==> config.mk <==
export PLATFORM = sky130hd
export DESIGN_NAME = sr_flag_controller
export DESIGN_NICKNAME = d
export VERILOG_FILES = /design/src/rtl/sr_flag_controller_pkg.sv /design/src/rtl/sr_flag_controller_chk.sv /design/src/rtl/sr_flip_flop.sv /design/src/rtl/sr_flag_controller.sv
export SDC_FILE = /design/constraint.sdc
export NUM_CORES = 1
export LEC_CHECK = 0
export ABC_AREA = 1
export CORE_UTILIZATION = 30
export CTS_CLUSTER_SIZE = 20
export DETAILED_ROUTE_END_ITERATION = 12
export GPL_TIMING_DRIVEN = 0
export MAX_ROUTING_LAYER = met4
export PLACE_DENSITY = 0.66
export RECOVER_POWER = 50
export SLEW_MARGIN = 40
export SYNTH_ARGS = -nofsm -noshare
export SYNTH_HDL_FRONTEND = slang
export SYNTH_HIERARCHICAL = 1
export SYNTH_SLANG_ARGS = --single-unit
==> constraint.sdc <==
create_clock -name clk -period 1.1 [get_ports clk]
set_input_delay 0.165 -clock clk [delete_from_list [all_inputs] [get_ports clk]]
set_output_delay 0.165 -clock clk [all_outputs]
set_load 0.05 [all_outputs]
==> src/rtl/sr_flag_controller_pkg.sv <==
// Shared definitions for the SR flag controller.
//  - state_e : controller FSM states (IDLE waits for a command, APPLY drives one pulse)
//  - OP_*    : command operation encoding (set drives S, clear drives R)
//  - REQ_*   : requester identity, used for the round-robin "last winner" register
//  - flag_hit: decode helper, true when a command index selects a given bank bit
package sr_flag_controller_pkg;

  typedef enum logic {
    ST_IDLE  = 1'b0,
    ST_APPLY = 1'b1
  } state_e;

  localparam logic OP_CLR = 1'b0;
  localparam logic OP_SET = 1'b1;
  localparam logic REQ_A  = 1'b0;
  localparam logic REQ_B  = 1'b1;

  // An index outside the bank never equals a valid bit position, so
  // out-of-range commands decode to an empty mask (a harmless no-op).
  function automatic logic flag_hit(input int idx, input int bitpos);
    return (idx == bitpos);
  endfunction

endpackage

==> src/rtl/sr_flag_controller_chk.sv <==
// Simulation checker for the SR flag bank drive.
//  clk   : controller clock
//  s_bus : per-flag S drive
//  r_bus : per-flag R drive
// Flags any clock edge on which a bank bit sees S and R together.
module sr_flag_controller_chk #(
  parameter int NUM_FLAGS = 4
) (
  input logic                 clk,
  input logic [NUM_FLAGS-1:0] s_bus,
  input logic [NUM_FLAGS-1:0] r_bus
);

  // Never drive set and reset into the same cell.
  a_no_s_and_r: assert property (@(posedge clk) ((s_bus & r_bus) == {NUM_FLAGS{1'b0}}))
    else $error("sr_flag_controller_chk: S and R asserted together, S=%b R=%b", s_bus, r_bus);

endmodule

==> src/rtl/sr_flip_flop.sv <==
// Clocked SR flip-flop used as one cell of the flag bank.
//  clk : clock, state changes on posedge
//  S   : set request  (Q -> 1)
//  R   : reset request (Q -> 0)
//  Q   : stored value
//  Qn  : complement of Q
// The cell has no reset of its own; the controller resets it by driving R.
// S=R=1 is never produced by the controller; the cell simply holds in that case.
module sr_flip_flop (
  input  logic clk,
  input  logic S,
  input  logic R,
  output logic Q,
  output logic Qn
);

  logic q_q;

  // Storage cell: set, clear or hold on each rising edge.
  always_ff @(posedge clk) begin
    if (S && !R) begin
      q_q <= 1'b1;
    end else if (R && !S) begin
      q_q <= 1'b0;
    end else begin
      q_q <= q_q;
    end
  end

  assign Q  = q_q;
  assign Qn = ~q_q;

endmodule

==> src/rtl/sr_flag_controller.sv <==
// Two-requester set/clear controller for a bank of SR flip-flops.
//  clk, rst            : clock and synchronous active-high reset
//  req_a_* / req_b_*   : valid/ready command channels (idx selects flag, op 1=set 0=clear)
//  busy                : high while a pulse is being applied (no command accepted)
//  err_conflict        : both requesters target the same flag with opposite ops (IDLE only)
//  flags / flags_n     : Q / Qn outputs of the bank
// One command is accepted per two cycles: accept in IDLE, pulse in APPLY.
// Ties are broken round-robin; after reset A wins the first tie.
module sr_flag_controller
  import sr_flag_controller_pkg::*;
#(
  parameter int NUM_FLAGS = 4,
  parameter int IDX_W     = 2
) (
  input  logic                 clk,
  input  logic                 rst,
  input  logic                 req_a_valid,
  input  logic [IDX_W-1:0]     req_a_idx,
  input  logic                 req_a_op,
  output logic                 req_a_ready,
  input  logic                 req_b_valid,
  input  logic [IDX_W-1:0]     req_b_idx,
  input  logic                 req_b_op,
  output logic                 req_b_ready,
  output logic                 busy,
  output logic                 err_conflict,
  output logic [NUM_FLAGS-1:0] flags,
  output logic [NUM_FLAGS-1:0] flags_n
);

  state_e               state_q;
  logic                 rr_last_q;
  logic [IDX_W-1:0]     cmd_idx_q;
  logic                 cmd_op_q;
  logic                 grant_a;
  logic                 grant_b;
  logic [NUM_FLAGS-1:0] mask;
  logic [NUM_FLAGS-1:0] s_bus;
  logic [NUM_FLAGS-1:0] r_bus;

  // Arbitration: only in IDLE and out of reset; a tie goes to whoever did not win last.
  always_comb begin
    grant_a = 1'b0;
    grant_b = 1'b0;
    if (!rst && (state_q == ST_IDLE)) begin
      if (req_a_valid && req_b_valid) begin
        if (rr_last_q == REQ_B) begin
          grant_a = 1'b1;
        end else begin
          grant_b = 1'b1;
        end
      end else if (req_a_valid) begin
        grant_a = 1'b1;
      end else if (req_b_valid) begin
        grant_b = 1'b1;
      end else begin
        grant_a = 1'b0;
        grant_b = 1'b0;
      end
    end else begin
      grant_a = 1'b0;
      grant_b = 1'b0;
    end
  end

  // Controller FSM: latch the granted command in IDLE, spend one cycle in APPLY.
  always_ff @(posedge clk) begin
    if (rst) begin
      state_q   <= ST_IDLE;
      rr_last_q <= REQ_B;
      cmd_idx_q <= {IDX_W{1'b0}};
      cmd_op_q  <= OP_CLR;
    end else begin
      case (state_q)
        ST_IDLE: begin
          if (grant_a || grant_b) begin
            state_q   <= ST_APPLY;
            rr_last_q <= grant_b ? REQ_B : REQ_A;
            cmd_idx_q <= grant_b ? req_b_idx : req_a_idx;
            cmd_op_q  <= grant_b ? req_b_op : req_a_op;
          end else begin
            state_q <= ST_IDLE;
          end
        end
        ST_APPLY: state_q <= ST_IDLE;
        default:  state_q <= ST_IDLE;
      endcase
    end
  end

  // One-hot select of the latched target flag.
  always_comb begin
    mask = {NUM_FLAGS{1'b0}};
    for (int i = 0; i < NUM_FLAGS; i++) begin
      mask[i] = flag_hit(int'(cmd_idx_q), i);
    end
  end

  // S/R drive: reset forces R on every cell (and drops any pending pulse);
  // APPLY drives exactly one of S or R on the selected cell, so S&R is always 0.
  always_comb begin
    s_bus = {NUM_FLAGS{1'b0}};
    r_bus = {NUM_FLAGS{1'b0}};
    if (rst) begin
      r_bus = {NUM_FLAGS{1'b1}};
    end else if (state_q == ST_APPLY) begin
      s_bus = (cmd_op_q == OP_SET) ? mask : {NUM_FLAGS{1'b0}};
      r_bus = (cmd_op_q == OP_SET) ? {NUM_FLAGS{1'b0}} : mask;
    end else begin
      s_bus = {NUM_FLAGS{1'b0}};
      r_bus = {NUM_FLAGS{1'b0}};
    end
  end

  assign req_a_ready  = grant_a;
  assign req_b_ready  = grant_b;
  assign busy         = !rst && (state_q == ST_APPLY);
  assign err_conflict = !rst && (state_q == ST_IDLE) && req_a_valid && req_b_valid
                        && (req_a_idx == req_b_idx) && (req_a_op != req_b_op);

  generate
    for (genvar g = 0; g < NUM_FLAGS; g++) begin : g_bank
      sr_flip_flop u_ff (
        .clk (clk),
        .S   (s_bus[g]),
        .R   (r_bus[g]),
        .Q   (flags[g]),
        .Qn  (flags_n[g])
      );
    end
  endgenerate

  sr_flag_controller_chk #(.NUM_FLAGS(NUM_FLAGS)) u_chk (
    .clk   (clk),
    .s_bus (s_bus),
    .r_bus (r_bus)
  );

endmodule

# Word-level counts from Yosys, hierarchy flattened

Index checks and enable logic that the tools add are counted.

$add $sub $neg: 0
$mul: 0
Div/mod/pow operators: 0
Magnitude comparators: 0
Equal/unequal tests: 5
Shift operators: 0
Muxes and demuxes: 20
Bitwise logic cells: 5
Reductions and logical operators: 27

Operator list:

| kind                                           | number |
|---|---|
| 2-to-1 mux 4 bit                               | 6 |
| logical AND 1 bit                              | 15 |
| 2-to-1 mux 1 bit                               | 12 |
| logical NOT 1 bit                              | 9 |
| inverter 1 bit                                 | 5 |
| == test 2 bit (second input constant)          | 2 |
| == test 2 x 1 -> 1 bit (second input constant) | 1 |
| == test 2 bit                                  | 1 |
| logical NOT 2 bit                              | 1 |
| 2-to-1 mux 2 bit                               | 1 |
| one-hot mux 1 bit (2 select lines)             | 1 |
| AND reduction 2 bit                            | 1 |
| logical OR 1 bit                               | 1 |
| inequality test 1 bit                          | 1 |

Bits in registers: 9
Latch bits: 0
Memory bits (writable): 0
Bits in read-only memories: 0
Bits of input ports: 10
Output and inout port bits: 12
Memories kept: 0

# Depth between registers and ports, before layout

Gate-level depths: netlist of the first run.

Depth in word-level cells: 7
Depth in mapped cells: 6

# Cells and area by module

Netlist of the first run, hierarchy kept.

Modules (own cells, without submodules):

| module             | times used | cells an instance | area each (µm²) | sequential area each (µm²) |
|---|---|---|---|---|
| sr_flag_controller | 1          | 61                | 366.6           | 100.1 |
| sr_flip_flop       | 4          | 5                 | 36.3            | 20.0 |

# Worst setup path before layout of the first run

No wires, ideal clock.

Kind: flip-flop to flip-flop
Start: register state_q
End: register g_bank[0].u_ff.q_q
Setup time: 70 ps
Arrival: 1658 ps
Slack: -628 ps
Cell stages (with the launch flop): 7
Cells stage by stage: dfxtp_1 > inv_1 > nor2_1 > nand2_1 > nor2_1 > nand2_1 > a21oi_1

Cells in the longest elaborated chain, start to end: 4
Elaborated cells between the ends (all ways): 8

Ends and longest elaborated chain:

| item                   | line                      | RTL |
|---|---|---|
| start, declared        | sr_flag_controller.sv:31  | `state_e state_q;` |
| start signal, assigned | sr_flag_controller.sv:69  | `state_q <= ST_IDLE;` |
| start signal, assigned | sr_flag_controller.sv:77  | `state_q <= ST_APPLY;` |
| start signal, assigned | sr_flag_controller.sv:82  | `state_q <= ST_IDLE;` |
| 2-to-1 mux 4 bit (*)   | sr_flag_controller.sv:106 | `end else if (state_q == ST_APPLY) begin` |
| 2-to-1 mux 4 bit (*)   | sr_flag_controller.sv:104 | `if (rst) begin` |
| named net s_bus[0]     | sr_flag_controller.sv:38  | `logic [NUM_FLAGS-1:0] s_bus;` |
| logical NOT 1 bit      | sr_flip_flop.sv:23        | `end else if (R && !S) begin` |
| logical AND 1 bit      | sr_flip_flop.sv:23        |  |
| end signal, assigned   | sr_flip_flop.sv:26        | `q_q <= q_q;` |
| end, declared          | sr_flip_flop.sv:17        | `logic q_q;` |

The timed path passes the listed nets; every way through them passes the cells marked *.
A chain may end at the register's enable or synchronous reset.

# Worst setup path after layout of the first run

Start: register state_q
End: output port req_a_ready

Cells in the longest elaborated chain, start to end: 3

Ends and longest elaborated chain:

| item                     | line                     | RTL |
|---|---|---|
| inverter 1 bit (no line) | -                        |  |
| logical AND 1 bit        | sr_flag_controller.sv:45 | `if (!rst && (state_q == ST_IDLE)) begin` |
| 2-to-1 mux 1 bit         | sr_flag_controller.sv:45 |  |
| end, declared            | sr_flag_controller.sv:20 | `output logic req_a_ready,` |

No other way between the ends.

==> impl_metrics.yaml, run 1 <==
run_status:
  status: "complete, but fails checks"
  violations: "setup timing"
sta:
  fmax_mhz: 692
  finalCritPeriodShare_pct: 131
  hold_viol: 0
  slew_viol_final: 0
  slew_headroom_pct: 81.5
  min_period_ps: 1450
  fin_worst_skew_ps: 5.89
  setup_slack_ps: -346
  setup_viol: 13
  rsz0062_at_grt: "true"
  holdWs_ps: 302
  max_slew.worst_pin.slew_ps: 276
worst_setup_path:
  startpoint_type: "flop"
  rr_startpoint: "state_q"
  worst-setup-path-type: "flop to primary output"
  cpLargestDelayFamily: "buffers and inverters"
  crit_required_ps: 940
  reg2reg_to: "g_bank[0].u_ff/Q"
  arrival_ps: 1280
  cpMaxStageDelayCell: "dfxtp_2"
  cp_max_fo: 2
  crit_path_end_kind: "primary output"
  reg2reg_depth: 10
  path_cells: "nor2_4 > nand2_2 > buf_4 > buf_6 > nor2_4 > buf_6"
  path_buf_inv: 3
  r2r_slack_ps: -200
  cpPeakStageDelay_ps: 340
layout:
  drive_above_1_share_pct: 45.8
  antenna_cells: 0
  final_cell_mix: "15 x nand2_1, 12 x inv_1, 8 x nor2_4, 8 x buf_4, 7 x buf_6"
  fin_area_um2: 956
  final_common_cell: "nand2_1"
  nets: 129
  layout.cells.non_filler: 134
  area_growth_pct: 86.8
grt:
  grt_pass1_wl_mm: 2.19
  grt_use_total_pct: 15.7
  gr-max-usage-layer: "met2"
  grt_util_met3_pct: 2.98
  use_met1_pct: 17.6
  grt_pass1_vias: 550
  grt_overflow: 0
  grtUsageMet2_pct: 27.5
  antenna_found_initial: 0
  grt_start_max_net_pins: 7
clocking:
  clock-sinks: 9
  clk_latency_ps: 260
  cts_tree: "yes"
  clk_path_buf_depth: 2
  clk_transition_reported_paths_ps: 60
  cts_inserted_buffers: 3
  cts_htree_levels: 1
  root_buffer: "clkbuf_4"
power_and_ir_drop:
  p_total_w: 0.000889
  power-per-cell-area_nw_per_um2: 930
  ir_drop_mv: 0.532
  leakage_nw: 0.407
placed_design:
  routabilityCongestion: 0.735
  io_buffers: 21
  placed_area_um2: 781
  placed_cells: 118
  dpl.hpwl_um: 882
floorplanning:
  io_pins: 22
  chipWidth_um: 43.3
  dieArea_um2: 1870
  start_util_pct: 33.2
  core_area_um2: 1540
  num_rows: 14
  dieHeight_um: 43.3
routing:
  vias: 622
  wl_per_cell_um: 10.2
  drt_wl_total_mm: 1.37
  postRouteAntennaNets: 0
  vias_per_cell: 4.64
  drc: 0
  firstDrtPassIters: 2
  drt_iter0_markers: 8
hold_path:
  holdCritStartpoint: "rst"
  whs_endpoint: "cmd_idx_q[1]"
  hold_path_class: "primary input to flop"
  min_delay_path_depth: 4
yosys:
  yosys.cell_types.count: 14
  synth_area_um2: 512
  postSynthAreaPerCell_um2: 6.32
  netlist_instances: 81
  synth_nets: 91
  ys_ff_latch: 9
  synth_warnings: 6
  synth-seq-area-share_pct: 35.2
job:
  max_cap_violations: 0
[power by group]
group / leakage, nW / switching (W) / internal [W]
clock: 0.0150 / 0.000114 / 0.000140
combinational: 0.316 / 0.000154 / 0.000122
sequential: 0.0759 / 0.0000163 / 0.000343
[cells in the mapped netlist (all sizes together)]
| master | instances | area [um^2] |
|---|---|---|
| nand4 | 3 | 18.8 |
| xor2 | 1 | 8.76 |
| o21ai | 5 | 28.8 |
| a21oi | 7 | 35.0 |
| nor3 | 1 | 10.0 |
| nand2 | 20 | 75.1 |
| dfxtp | 9 | 180 |
| nand3 | 5 | 25.0 |
| inv | 15 | 56.3 |
| nor2 | 13 | 56.3 |
| xnor2 | 2 | 17.5 |
[kinds of logic after synthesis]
| group | count (synthesis) | synth area share, % |
|---|---|---|
| AND/OR/NAND/NOR | 42 | 36.2 |
| buffers and inverters | 15 | 11.0 |
| AO/OA/AOI/OAI | 12 | 12.5 |
| flip-flops | 9 | 35.2 |
| XOR/XNOR | 3 | 5.14 |
[worst max path at each step]
stage,from,endpoint,slack [ps],cells past startpoint
final,state_q,req_a_ready,-350,6
after global routing,state_q,err_conflict,-400,6
after CTS,state_q,err_conflict,-370,6
after detailed placement,rst,err_conflict,-1350,7
after global placement,rst,err_conflict,-1340,7
after floorplan,state_q,err_conflict,-220,5
[per-stage QoR]
step                setup TNS (ps)  utilization (%)  worst slack, ps
floorplan                     -656                -             -223
global route                 -2910             62.0             -398
CTS                          -2200             56.8             -374
detailed placement           -9100             50.6            -1350
global placement             -8860             50.6            -1340
finish                       -2110             62.0             -346
[registers in the layout, indices dropped and copies added (netlist names)]
| name | count |
|---|---|
| cmd_idx_q | 2 |
| cmd_op_q | 1 |
| g_bank.u_ff/Q | 4 |
| rr_last_q | 1 |
| state_q | 1 |
[repair_timing]
action | 4_1_cts | 5_1_grt
gates resized for setup | 82 | 16
hold buffers | 0 | 0
pin swaps | 6 | 5
endpoints found under the setup margin | 17 | 11
setup buffers | 7 | 6
endpoints found under the hold margin | 0 | 0
[area by class of cell]
cell class                 count  area, um^2
sequential                     9         186
tap                           16        20.0
fill                         144         586
clock buffer                   4        26.3
multi-input combinational     57         380
timing repair buffer          33         280
inverter                      15        62.6
[metal layers]
layer / vias up / part of all wire [%] / wire, um
li1: 327 / - / -
met1: 275 / 40 / 549
met2: 20 / 54 / 737
met3: 0 / 6.3 / 86
met4: 0 / 0 / 0
met5: - / 0 / 0
[worst min-delay path: stages]
cell,delay [ps]
clkbuf_2,200
a21oi_1,60
nand2_1,60
inv_1,30
(Power assumes the default switching activity.)
==> inputs of run 2 (changes only) <==
--- a/config.mk
+++ b/config.mk
@@ -10,9 +10,11 @@
 export CTS_CLUSTER_SIZE = 20
 export DETAILED_ROUTE_END_ITERATION = 12
 export GPL_TIMING_DRIVEN = 0
+export HOLD_SLACK_MARGIN = 0.06
 export MAX_ROUTING_LAYER = met4
 export PLACE_DENSITY = 0.66
 export RECOVER_POWER = 50
+export SKIP_CTS_REPAIR_TIMING = 1
 export SLEW_MARGIN = 40
 export SYNTH_ARGS = -nofsm -noshare
 export SYNTH_HDL_FRONTEND = slang
==> impl_metrics.yaml, run 2 (synthesis results as in run 1) <==
layout:
  largest_reg_flops: 4
  final_common_cell: "nand2_1"
  antenna_cells: 0
  fin_area_um2: 847
  area_growth_pct: 65.5
  final_cell_mix: "16 x nand2_1, 13 x inv_1, 7 x a21oi_1, 7 x clkbuf_2"
  nets: 122
  drive_above_1_share_pct: 37.8
grt:
  grtUsageMet2_pct: 22.7
  grt_util_met3_pct: 2.98
  grt_overflow: 0
  antenna_found_initial: 0
  use_met1_pct: 15.0
  grt_use_total_pct: 13.4
  grt_pass1_wl_mm: 1.84
  grt_pass1_vias: 469
  gr-max-usage-layer: "met2"
  grt_start_max_net_pins: 7
hold_path:
  min_delay_path_depth: 3
  hold_path_class: "primary input to flop"
  whs_endpoint: "state_q"
  holdCritStartpoint: "req_a_valid"
sta:
  max_slew.worst_pin.slew_ps: 345
  min_period_ps: 1470
  slew_viol_final: 0
  rsz0062_at_grt: "true"
  setup_viol: 7
  holdWs_ps: 322
  setup_slack_ps: -366
  fin_worst_skew_ps: 5.60
  hold_viol: 0
  slew_headroom_pct: 77.0
  fmax_mhz: 682
  finalCritPeriodShare_pct: 133
routing:
  vias: 582
  drc: 0
  drt_iter0_markers: 1
  vias_per_cell: 4.58
  firstDrtPassIters: 2
  drt_wl_total_mm: 1.19
  postRouteAntennaNets: 0
  wl_per_cell_um: 9.34
run_status:
  status: "complete, but fails checks"
  violations: "setup timing"
worst_setup_path:
  path_buf_inv: 1
  cp_max_fo: 3
  cpMaxStageDelayCell: "dfxtp_2"
  reg2reg_to: "cmd_op_q"
  startpoint_type: "flop"
  cpPeakStageDelay_ps: 340
  crit_required_ps: 940
  crit_path_end_kind: "primary output"
  arrival_ps: 1300
  path_cells: "nor2_4 > nand2_2 > nor2_2 > nand2_1 > nor3_4 > buf_6"
  worst-setup-path-type: "flop to primary output"
  reg2reg_depth: 8
  r2r_slack_ps: -50
  rr_startpoint: "state_q"
  cpLargestDelayFamily: "simple AND/OR/NAND/NOR gates"
floorplanning:
  io_pins: 22
  dieHeight_um: 43.3
  chipWidth_um: 43.3
  core_area_um2: 1540
  num_rows: 14
  dieArea_um2: 1870
  start_util_pct: 33.2
placed_design:
  placed_area_um2: 781
  io_buffers: 21
  routabilityCongestion: 0.735
  dpl.hpwl_um: 882
power_and_ir_drop:
  p_total_w: 0.000836
  leakage_nw: 0.385
  power-per-cell-area_nw_per_um2: 987
  ir_drop_mv: 0.475
clocking:
  clock-sinks: 9
  cts_htree_levels: 1
  clk_latency_ps: 250
  clk_path_buf_depth: 2
  clk_transition_reported_paths_ps: 60
  cts_inserted_buffers: 3
  root_buffer: "clkbuf_4"
  cts_tree: "yes"
job:
  max_cap_violations: 0
-- run 2: area by class of cell --
class / count / area [um^2]
multi-input combinational: 57 / 327
timing repair buffer: 26 / 228
sequential: 9 / 186
tap: 16 / 20.0
clock buffer: 4 / 26.3
inverter: 15 / 60.1
fill: 162 / 694
-- run 2: power breakdown --
group	leakage (nW)	total [W]	switching, W	internal [W]
Combinational	0.294	0.000231	0.000132	0.0000995
Sequential	0.0759	0.000356	0.0000129	0.000343
Clock	0.0150	0.000249	0.000109	0.000139
-- run 2: how the worst max path moves through the flow --
| stage | start | to | slack (ps) | cells after the start |
|---|---|---|---|---|
| final | state_q | err_conflict | -370 | 6 |
| after global routing | state_q | err_conflict | -450 | 6 |
| after CTS | rst | err_conflict | -1360 | 7 |
| after detailed placement | rst | err_conflict | -1350 | 7 |
| after global placement | rst | err_conflict | -1340 | 7 |
| after floorplan | state_q | err_conflict | -220 | 5 |
-- run 2: routing by layer --
metal | part of all wire, % | routed length [um]
met1 | 40 | 477
met2 | 53 | 623
met3 | 7.3 | 86
met4 | 0 | 0
met5 | 0 | 0
-- run 2: worst min-delay path: cells and delay by family --
family                 cells  cell delay (ps)
buffers and inverters      2              260
AO/OA/AOI/OAI              1              120
-- run 2: stage by stage --
step                      std cells  setup slack [ps]  TNS [ps]  utilization (%)
after floorplan                  81              -223      -656                -
after global placement          118             -1340     -8860             50.6
after detailed placement        118             -1350     -9100             50.6
after CTS                       122             -1360     -9150             52.4
after global routing            127              -454     -1700             55.0
final                           127              -366     -1070             55.0
==> inputs of run 3 (changes only) <==
--- a/config.mk
+++ b/config.mk
@@ -6,6 +6,7 @@
 export NUM_CORES = 1
 export LEC_CHECK = 0
 export ABC_AREA = 1
+export ABC_CLOCK_PERIOD_IN_PS = 1100
 export CORE_UTILIZATION = 30
 export CTS_CLUSTER_SIZE = 20
 export DETAILED_ROUTE_END_ITERATION = 12
==> results of run 3 <==
No change in the layout: final DEF, timing and power equal those of run 2.
==> variant, RTL diff (flow settings as in run 2) <==
Set the parameter `IDX_W` to 3 (it was 2).
--- a/src/rtl/sr_flag_controller.sv
+++ b/src/rtl/sr_flag_controller.sv
@@ -10,7 +10,7 @@
   import sr_flag_controller_pkg::*;
 #(
   parameter int NUM_FLAGS = 4,
-  parameter int IDX_W     = 2
+  parameter int IDX_W     = 3
 ) (
   input  logic                 clk,
   input  logic                 rst,
Interface: changed (resized req_a_idx and req_b_idx); port bits go from 22 to 24. The function was not compared with the original's and may differ.
==> variant against run 2 <==
The run still ends with setup timing left; wire length increased by 20%; worst setup slack got worse by 0.039 ns; synthesized area rose by 14%; non-clock buffer count rose by 3; clock skew decreased by 0.0029 ns; total power rose by 18%; register-to-register slack worse by 0.14 ns; cell area is 13% higher; sequential cell count increased by 1; count of clock-buffer cells in the layout did not move; worst hold slack improved by 0.086 ns; synthesized cell count is 14% higher; largest power group unchanged.
==> variant: results (changes against run 2) <==
Status
  • Status: complete, but fails checks
  • Violated checks: setup timing

Global routing
  • Initial antenna violation count: 0 (unchanged)
  • Pin count of the biggest net entering global routing: 8 (+1)
  • Total Routing Usage GR: 14.24% (+0.87 points)
  • Vias in the first global route: 542 (+16%)
  • First-pass GRT wire length: 2056 microns (+12%)

Hold path
  • Hold WC Path Type: in -> reg

Power and ir drop
  • Maximum vdd drop: 0.4771 mV (+0.51%)
  • Static Leak: 0.4352 nW (+13%)

Detailed routing
  • Post-Route WL: 1428 microns (+20%)
  • Drt pass-1 iters: 4 (+2)
  • Via count: 691 (+19%)
  • Vias per std cell: 4.607 (+0.52%)
  • Starting DRT DRC Count: 7 (+6)

Logic synthesis
  • Synth cell types: 14 (unchanged)
  • Synth warnings: 6 (unchanged)
  • Post-synth net total: 104 (+14%)
  • Top cells by instance count after synthesis: nand2_1, inv_1, nor2_1, dfxtp_1, nand3_1
  • Largest cells by area after synthesis: dfxtp_1, nand2_1, inv_1, nor2_1, nand3_1
  • Syn avg cell area: 6.338 sq um (+0.31%)
  • Seq/Total Area, Yosys: 34.33% (-0.87 points)
  • Ys async rst share: 0% (unchanged)
  • Synth Flop Type: dfxtp_1

Worst setup path
  • Crit-path slowest cell: dfxtp_2
  • CP max FO: 4 (+1)
  • Crit-path max cell delay: 0.34 ns (about the same)

CTS
  • Clk pin slew, worst setup/hold paths: 0.07 ns
  • CTS Buf Count: 3 (unchanged)
  • Clock Latency Late Sink: 0.26 ns
  • Root Buffer: clkbuf_4
  • H-tree depth: 1 (unchanged)
  • Clock Path Buffers: 2 (unchanged)

Timing
  • Setup WS post-layout: -0.4044 ns (-0.03880 ns)
  • Endpoints failing setup: 9 (+2)
  • Slew @ Worst Pin: 0.3781 ns (+0.03304 ns)
  • Worst clock skew: 0.002742 ns (-0.002860 ns)

Place
  • Dpl ws: -1.361 ns (-0.01499 ns)
  • Port bufs: 23 (+9.5%)
  • Routability congestion estimate: 0.7656 (+4.2%)
  • HPWL after DPL: 1048 microns (+19%)
  • DP Area: 883.3 sq um (+13%)

Finish
  • Max FFs per register: 4 (unchanged)
  • Final net count: 138 (+13%)
  • Inserted Diodes: 0 (unchanged)
  • Share of layout cells above drive strength 1: 33.60% (-4.2 points)
[variant: cell type report]
cell class	count	area, sq um
Timing Repair Buffer	29	252.7
Sequential cell	10	206.4
Inverter	17	63.81
Tap cell	25	31.28
Clock buffer	4	36.28
Fill cell	171	825.8
Multi-Input combinational cell	65	366.6
[variant: worst max-delay path, delay by kind of cell (launching register included)]
kind          cells  cell delay [ns]
simple gates      5             0.57
buf+inv           1             0.16
flops             1             0.34
[variant: cells by family after synthesis]
logic type | Yosys count | synth area share (%)
compound gates | 13 | 11.80
xor+xnor | 3 | 4.507
buf+inv | 17 | 10.94
flops | 10 | 34.33
simple gates | 49 | 38.41
[variant: power by group]
part           total (mW)  leakage (nW)  internal, mW  switching, mW
combinational       0.259         0.330         0.115          0.144
clock               0.333        0.0210         0.201          0.132
sequential          0.396        0.0842         0.382         0.0147
[variant: final timing paths]
| kind | from | end | slack [ns] | cells after the start |
|---|---|---|---|---|
| min | rst | cmd_idx_q[0] | 0.41 | 4 |
| min reg2reg | g_bank[0].u_ff/Q | g_bank[0].u_ff/Q | 0.47 | 2 |
| max | state_q | err_conflict | -0.40 | 6 |
| max reg2reg | state_q | cmd_op_q | -0.19 | 9 |
[variant: metal layers]
layer,share of wire [%],global-route usage (%),wire [microns],up-vias
li1,-,-,-,363
met2,52,21.97,737,19
met4,1.3,8.824,19,0
met5,0,-,0,-
met3,4.2,3.529,60,2
met1,43,16.39,611,307
[variant: stage by stage]
step | utilization, % | setup TNS [ns]
5_1_grt | 53.68 | -2.562
4_1_cts | 51.58 | -9.268
3_5_place_dp | 49.54 | -9.642
2_1_floorplan | - | -0.5769
3_3_place_gp | 49.54 | -9.163
6_report | 53.68 | -1.743
